[src/rtl/fpu_arb_pkg.sv]
// -----------------------------------------------------------------------------
// fpu_arb_pkg
// Shared definitions for the FPU sharing blocks: the operand width, the
// requester-id width, the tag record that follows each issued operation down
// the latency pipeline, and the width of the optional grant counters.
// -----------------------------------------------------------------------------
package fpu_arb_pkg;

   localparam int FPU_WIDTH = 32;   // IEEE single
   localparam int STAT_W    = 16;   // per-requester accept counter width
   localparam int ID_W      = 3;    // enough for up to 8 requesters

   typedef struct packed {
      logic            valid;
      logic [ID_W-1:0] id;
   } arb_tag_t;

endpackage

[src/rtl/rr_pick.sv]
// -----------------------------------------------------------------------------
// rr_pick
// Combinational round-robin pick. Searches req_i starting at ptr_i and wrapping
// modulo NREQ; the first set bit wins.
//
// Ports:
//   req_i     in   NREQ  request vector
//   ptr_i     in   ID_W  index searched first (must be < NREQ)
//   grant_o   out  NREQ  one-hot grant, zero when req_i is zero
//   winner_o  out  ID_W  index of the granted bit (0 when nothing granted)
// -----------------------------------------------------------------------------
module rr_pick
   import fpu_arb_pkg::*;
#(
   parameter int NREQ = 4
) (
   input  logic [NREQ-1:0] req_i,
   input  logic [ID_W-1:0] ptr_i,
   output logic [NREQ-1:0] grant_o,
   output logic [ID_W-1:0] winner_o
);

   logic found;

   // Index visited at search step k.
   function automatic int search_idx(input logic [ID_W-1:0] p, input int k);
      return (int'(p) + k) % NREQ;
   endfunction

   always_comb begin
      // NOTE: every output of a combinational block gets a default before any
      // conditional assignment; a path that leaves one unassigned infers a latch.
      grant_o  = '0;
      winner_o = '0;
      found    = 1'b0;
      for (int k = 0; k < NREQ; k++) begin
         for (int i = 0; i < NREQ; i++) begin
            if (!found && (i == search_idx(ptr_i, k)) && req_i[i]) begin
               grant_o[i] = 1'b1;
               winner_o   = ID_W'(i);
               found      = 1'b1;
            end
         end
      end
   end

endmodule

[src/rtl/fpu_unary_arbiter.sv]
// -----------------------------------------------------------------------------
// fpu_unary_arbiter
// Shares one fixed-latency unary FPU unit (e.g. floor) among NREQ requesters.
// One operand is accepted per cycle by round-robin; the operand is registered
// onto unit_op and the requester id travels down a LATENCY-deep tag pipeline so
// that the unit result can be steered back to its owner.
//
// Ports:
//   clk          in   1           clock, rising edge
//   reset        in   1           synchronous active-high reset
//   req_valid    in   NREQ        request valid per requester
//   req_op       in   NREQ*WIDTH  operands, requester i at [i*WIDTH +: WIDTH]
//   req_ready    out  NREQ        one-hot grant/accept (combinational)
//   unit_op      out  WIDTH       registered operand to the shared unit
//   unit_result  in   WIDTH       result from the shared unit
//   resp_valid   out  NREQ        one-hot owner of resp_data this cycle
//   resp_data    out  WIDTH       unit_result passthrough
//   busy         out  1           any operation in flight
//   stat_grants  out  NREQ*16     saturating accept counters (FPU_ARB_STATS_EN)
//
// Build option: define FPU_ARB_STATS_EN to add the stat_grants counters.
// -----------------------------------------------------------------------------
module fpu_unary_arbiter
   import fpu_arb_pkg::*;
#(
   parameter int NREQ    = 4,
   parameter int LATENCY = 2,
   parameter int WIDTH   = FPU_WIDTH
) (
   input  logic                    clk,
   input  logic                    reset,
   input  logic [NREQ-1:0]         req_valid,
   input  logic [NREQ*WIDTH-1:0]   req_op,
   output logic [NREQ-1:0]         req_ready,
   output logic [WIDTH-1:0]        unit_op,
   input  logic [WIDTH-1:0]        unit_result,
   output logic [NREQ-1:0]         resp_valid,
   output logic [WIDTH-1:0]        resp_data,
   output logic                    busy
`ifdef FPU_ARB_STATS_EN
   ,
   output logic [NREQ*STAT_W-1:0]  stat_grants
`endif
);

   logic [ID_W-1:0]  ptr_q, ptr_d;
   logic [WIDTH-1:0] unit_op_q, unit_op_d;
   arb_tag_t         tag_q [LATENCY];
   arb_tag_t         tag0_d;

   logic [NREQ-1:0]  grant;
   logic [ID_W-1:0]  winner;
   logic             accept;

   rr_pick #(.NREQ(NREQ)) u_pick (
      .req_i    (req_valid),
      .ptr_i    (ptr_q),
      .grant_o  (grant),
      .winner_o (winner)
   );

   always_comb begin
      // Nothing is granted while reset is asserted, so no accept can race it.
      req_ready = reset ? '0 : grant;
      accept    = |req_ready;
      ptr_d     = ptr_q;
      unit_op_d = unit_op_q;
      tag0_d    = '{valid: accept, id: winner};
      if (accept) begin
         ptr_d = (winner == ID_W'(NREQ - 1)) ? '0 : winner + 1'b1;
         for (int i = 0; i < NREQ; i++) begin
            if (req_ready[i]) unit_op_d = req_op[i*WIDTH +: WIDTH];
         end
      end
   end

   always_ff @(posedge clk) begin
      if (reset) begin
         ptr_q     <= '0;
         unit_op_q <= '0;
         // NOTE: only the tag valid bits are reset; an id behind valid=0 is never
         // looked at, so clearing it would be wasted reset fan-out.
         for (int s = 0; s < LATENCY; s++) tag_q[s].valid <= 1'b0;
      end else begin
         // NOTE: non-blocking assignments make every pipeline stage capture its
         // neighbour's pre-edge value regardless of statement order.
         ptr_q     <= ptr_d;
         unit_op_q <= unit_op_d;
         tag_q[0]  <= tag0_d;
         for (int s = 1; s < LATENCY; s++) tag_q[s] <= tag_q[s-1];
      end
   end

   // The last tag stage lines up with the unit result of the same operation.
   always_comb begin
      resp_valid = '0;
      busy       = 1'b0;
      for (int i = 0; i < NREQ; i++) begin
         resp_valid[i] = tag_q[LATENCY-1].valid && (tag_q[LATENCY-1].id == ID_W'(i));
      end
      for (int s = 0; s < LATENCY; s++) busy = busy | tag_q[s].valid;
   end

   assign unit_op   = unit_op_q;
   assign resp_data = unit_result;

`ifdef FPU_ARB_STATS_EN
   logic [STAT_W-1:0] stat_q [NREQ];

   always_ff @(posedge clk) begin
      if (reset) begin
         for (int i = 0; i < NREQ; i++) stat_q[i] <= '0;
      end else begin
         for (int i = 0; i < NREQ; i++) begin
            // Saturate: stop counting once all ones.
            if (req_ready[i] && (stat_q[i] != '1)) stat_q[i] <= stat_q[i] + 1'b1;
         end
      end
   end

   for (genvar g = 0; g < NREQ; g++) begin : g_stat
      assign stat_grants[g*STAT_W +: STAT_W] = stat_q[g];
   end
`endif

endmodule

[config.mk]
export PLATFORM = sky130hd
export DESIGN_NAME = fpu_unary_arbiter
export DESIGN_NICKNAME = d
export VERILOG_FILES = /design/src/rtl/fpu_arb_pkg.sv /design/src/rtl/rr_pick.sv /design/src/rtl/fpu_unary_arbiter.sv
export SDC_FILE = /design/constraint.sdc
export NUM_CORES = 1
export LEC_CHECK = 0
export CAP_MARGIN = 20
export CORE_MARGIN = 4
export CORE_UTILIZATION = 29
export DETAILED_ROUTE_END_ITERATION = 16
export PLACE_DENSITY = 0.77
export SLEW_MARGIN = 20
export SYNTH_ARGS = -nofsm -noshare
export SYNTH_HDL_FRONTEND = slang
export SYNTH_SLANG_ARGS = --single-unit
[constraint.sdc]
create_clock -name clk -period 1.57 [get_ports clk]
set_input_delay 0.157 -clock clk [delete_from_list [all_inputs] [get_ports clk]]
set_output_delay 0.157 -clock clk [all_outputs]
set_load 0.01 [all_outputs]
==> results.py <==
metrics = {
    "synthesis": {
        "synth_top_area_share": 0.270,
        "ys_ff_latch": 40,
        "synth-edff-count": 4,
        "ys_top_cells_by_area": "dfxtp_1 27%, a21boi_2 12%, a221oi_1 10%",
        "synthesis.area_um2": 2670,
        "synthFlopType": "dfxtp_1",
        "syn_inst": 313,
        "ys_warn_count": 0,
        "yosysSeqAreaShare": 0.314,
        "synth-async-reset-ratio": 0,
        "syn_area_per_cell_um2": 8.54,
        "synth_cell_types": 33,
        "yosysTopAreaCell": "dfxtp_1",
        "synth_nets": 479,
    },
    "critical_path": {
        "path_max_fanout": 18,
        "critPathRequiredTime_ns": 1.73,
        "crit_slowest_cell": "or4_4",
        "startpoint_type": "flop",
        "crit_path_end_kind": "flop",
        "reg2reg_to": "unit_op[8]",
        "crit_path_start": "ptr_q[1]",
        "r2r_start": "ptr_q[1]",
        "rr_worst_depth": 6,
        "arrival_ns": 1.87,
        "crit_end": "unit_op[8]",
        "crit_chain": "nand2_2, and3b_1, or4_4, buf_12, a21boi_2, a22oi_2",
        "criticalPathCategory": "flop to flop",
        "rrSetupSlack_ns": -0.14,
        "cpPeakStageDelay_ns": 0.46,
    },
    "pwr": {
        "p_switching_mw": 0.976,
        "p_int_mw": 2.29,
        "p_leak_nw": 1.81,
        "sw_frac_of_total": 0.299,
        "power.total_mw": 3.27,
        "comb_power_share": 0.409,
        "ir_drop_uv": 320,
        "pwr-share-seq": 0.370,
        "power_frac_clock": 0.221,
        "power.density_nw_per_um2": 681,
    },
    "detailed_routing": {
        "totalWireLength_mm": 10.3,
        "drtPass1Iterations": 4,
        "drtIter0Drc": 93,
        "ant_nets": 0,
        "avgViaCountPerCell": 5.41,
        "num_vias": 3131,
        "wire_per_inst_um": 17.8,
        "drc_errors": 0,
    },
    "clock_tree": {
        "cts_hold_buf": 0,
        "cts_tree": "done",
        "cts_buffers": 5,
        "clock-sinks": 40,
        "cts_buffer_depth": 2,
        "root_buffer": "clkbuf_8",
        "clk_latency_ns": 0.29,
        "cts_max_level": 2,
        "path_clk_slew_ns": 0.08,
    },
    "place": {
        "place_area_um2": 4510,
        "dp_cells": 568,
        "numPortBuffers": 174,
        "gp_congestion": 0.836,
        "hpwl_mm": 7.58,
    },
    "global_route": {
        "antenna_found_initial": 0,
        "grt_overflow_total": 0,
        "track_usage": 0.180,
        "grt_max_degree": 33,
        "grt_pass1_wl_mm": 16.0,
        "grt_pass1_vias": 3166,
    },
    "die": {
        "die_area_um2": 10800,
        "core_um2": 8850,
        "num_io_pins": 239,
        "die_y_um": 104,
        "rows": 34,
        "die-width_um": 104,
        "initial_core_util": 0.302,
    },
    "layout": {
        "final_area_um2": 4800,
        "utilization": 0.543,
        "diodes": 0,
        "multi_input_area_um2": 1640,
        "drive_above_1_share": 0.246,
        "regArea_um2": 848,
        "layout.nets": 636,
        "final_cells": 579,
        "area_growth_pct": 79.7,
        "n_fill_cell": 797,
    },
    "timing": {
        "setup_viol": 32,
        "rsz0062_at_grt": "true",
        "period_needed_ns": 1.71,
        "setup_ws_ns": -0.141,
        "worstMarginPinSlew_ns": 0.448,
        "finalHoldViolCount": 0,
        "maxSlewViolCount": 0,
        "fmax_ghz": 0.584,
        "tns_ns": -2.57,
        "fin_worst_skew_ns": 0.00518,
        "slew_headroom": 0.694,
        "fin_crit_sh": 1.09,
    },
    "worst_hold_path": {
        "holdCritPathClass": "input pin to output pin",
    },
    "status": {
        "status": "finished with violations",
        "violations": "setup timing",
    },
    "job": {
        "maxCapViolCount": 0,
    },
}
## synthesized netlist by cell type, drive strengths merged, types with 4 or more instances
library cell   n
buf           48
a22oi         33
clkbuf         9
dfxtp         36
a21oi          7
o21ai         37
nand2         35
a221oi        32
a21boi        31
nor2          15
inv            4
nor2b          4
edfxtp         4
## critical path, delay by kind of cell, from the launching register on
kind | cells | cell delay (ns)
buffers and inverters | 1 | 0.19
flip-flops | 1 | 0.40
AND/OR/NAND/NOR | 3 | 0.72
AO/OA/AOI/OAI | 2 | 0.26
## per-stage QoR
| step | setup slack (ns) | hold WS (ns) |
|---|---|---|
| 2_1_floorplan | -0.0134 | 0.343 |
| 3_3_place_gp | -0.469 | 0.314 |
| 3_5_place_dp | -0.546 | 0.314 |
| 4_1_cts | -0.131 | 0.314 |
| 5_1_grt | -0.187 | 0.314 |
| 6_report | -0.141 | 0.314 |
## power groups by stage
stage | registers [mW] | clock network (mW) | logic (mW)
floorplan | 1.26 | 0 | 0.532
global placement | 1.23 | 0 | 1.21
detailed placement | 1.23 | 0 | 1.24
CTS | 1.21 | 0.760 | 1.26
global route | 1.23 | 0.816 | 1.43
finish | 1.21 | 0.723 | 1.34
## logic make-up after synthesis
| family | count (synthesis) | synth area share |
|---|---|---|
| buffers and inverters | 61 | 0.146 |
| flip-flops | 40 | 0.314 |
| AO/OA/AOI/OAI | 144 | 0.423 |
| AND/OR/NAND/NOR | 68 | 0.117 |
## worst min path at each step
stage	startpoint	slack (ns)	cells after the start	end
floorplan	req_op[22]	0.34	2	unit_op[22]
global placement	unit_result[11]	0.31	0	resp_data[11]
detailed placement	unit_result[11]	0.31	0	resp_data[11]
CTS	unit_result[11]	0.31	0	resp_data[11]
global route	unit_result[22]	0.31	0	resp_data[22]
finish	unit_result[7]	0.31	0	resp_data[7]
## registers in the layout (all words and copies together), names as in the netlist
name / flops
ptr_q: 2
tag_q: 6
unit_op: 32
## per-layer routing
| metal | up-vias | part of all wire | wire (µm) | GRT usage |
|---|---|---|---|---|
| met2 | 154 | 0.51 | 5280 | 0.330 |
| met5 | - | 0 | 0 | 0 |
| li1 | 1462 | - | - | - |
| met4 | 0 | 0.026 | 272 | 0.0598 |
| met1 | 1487 | 0.39 | 4040 | 0.202 |
| met3 | 28 | 0.068 | 695 | 0.0478 |
## area by class of cell
cell class / instances / area share
tap: 108 / 0.0281
inverter: 4 / 0.00312
clock inverter: 2 / 0.00208
clock buffer: 6 / 0.0172
timing repair buffer: 207 / 0.432
sequential: 40 / 0.177
multi-input combinational: 212 / 0.341
## cell usage in the layout, fill, tap and decap left out, types with 11 or more instances in the layout
cell type | Yosys | layout
a22oi_1 | 32 | 27
nor2_1 | 14 | 11
a221oi_1 | 32 | 19
nand2_1 | 35 | 34
dfxtp_1 | 36 | 34
a221oi_2 | 0 | 12
o21ai_0 | 33 | 33
buf_4 | 33 | 23
clkdlybuf4s50_1 | 0 | 161
a21boi_2 | 29 | 31
## timing repair
action                                  in CTS  in global routing
setup buffers                                2                  1
endpoints found under the setup margin      39                 38
pin swaps                                    1                  8
gates resized for setup                     36                 31
Power figures use the tool's default switching activity.
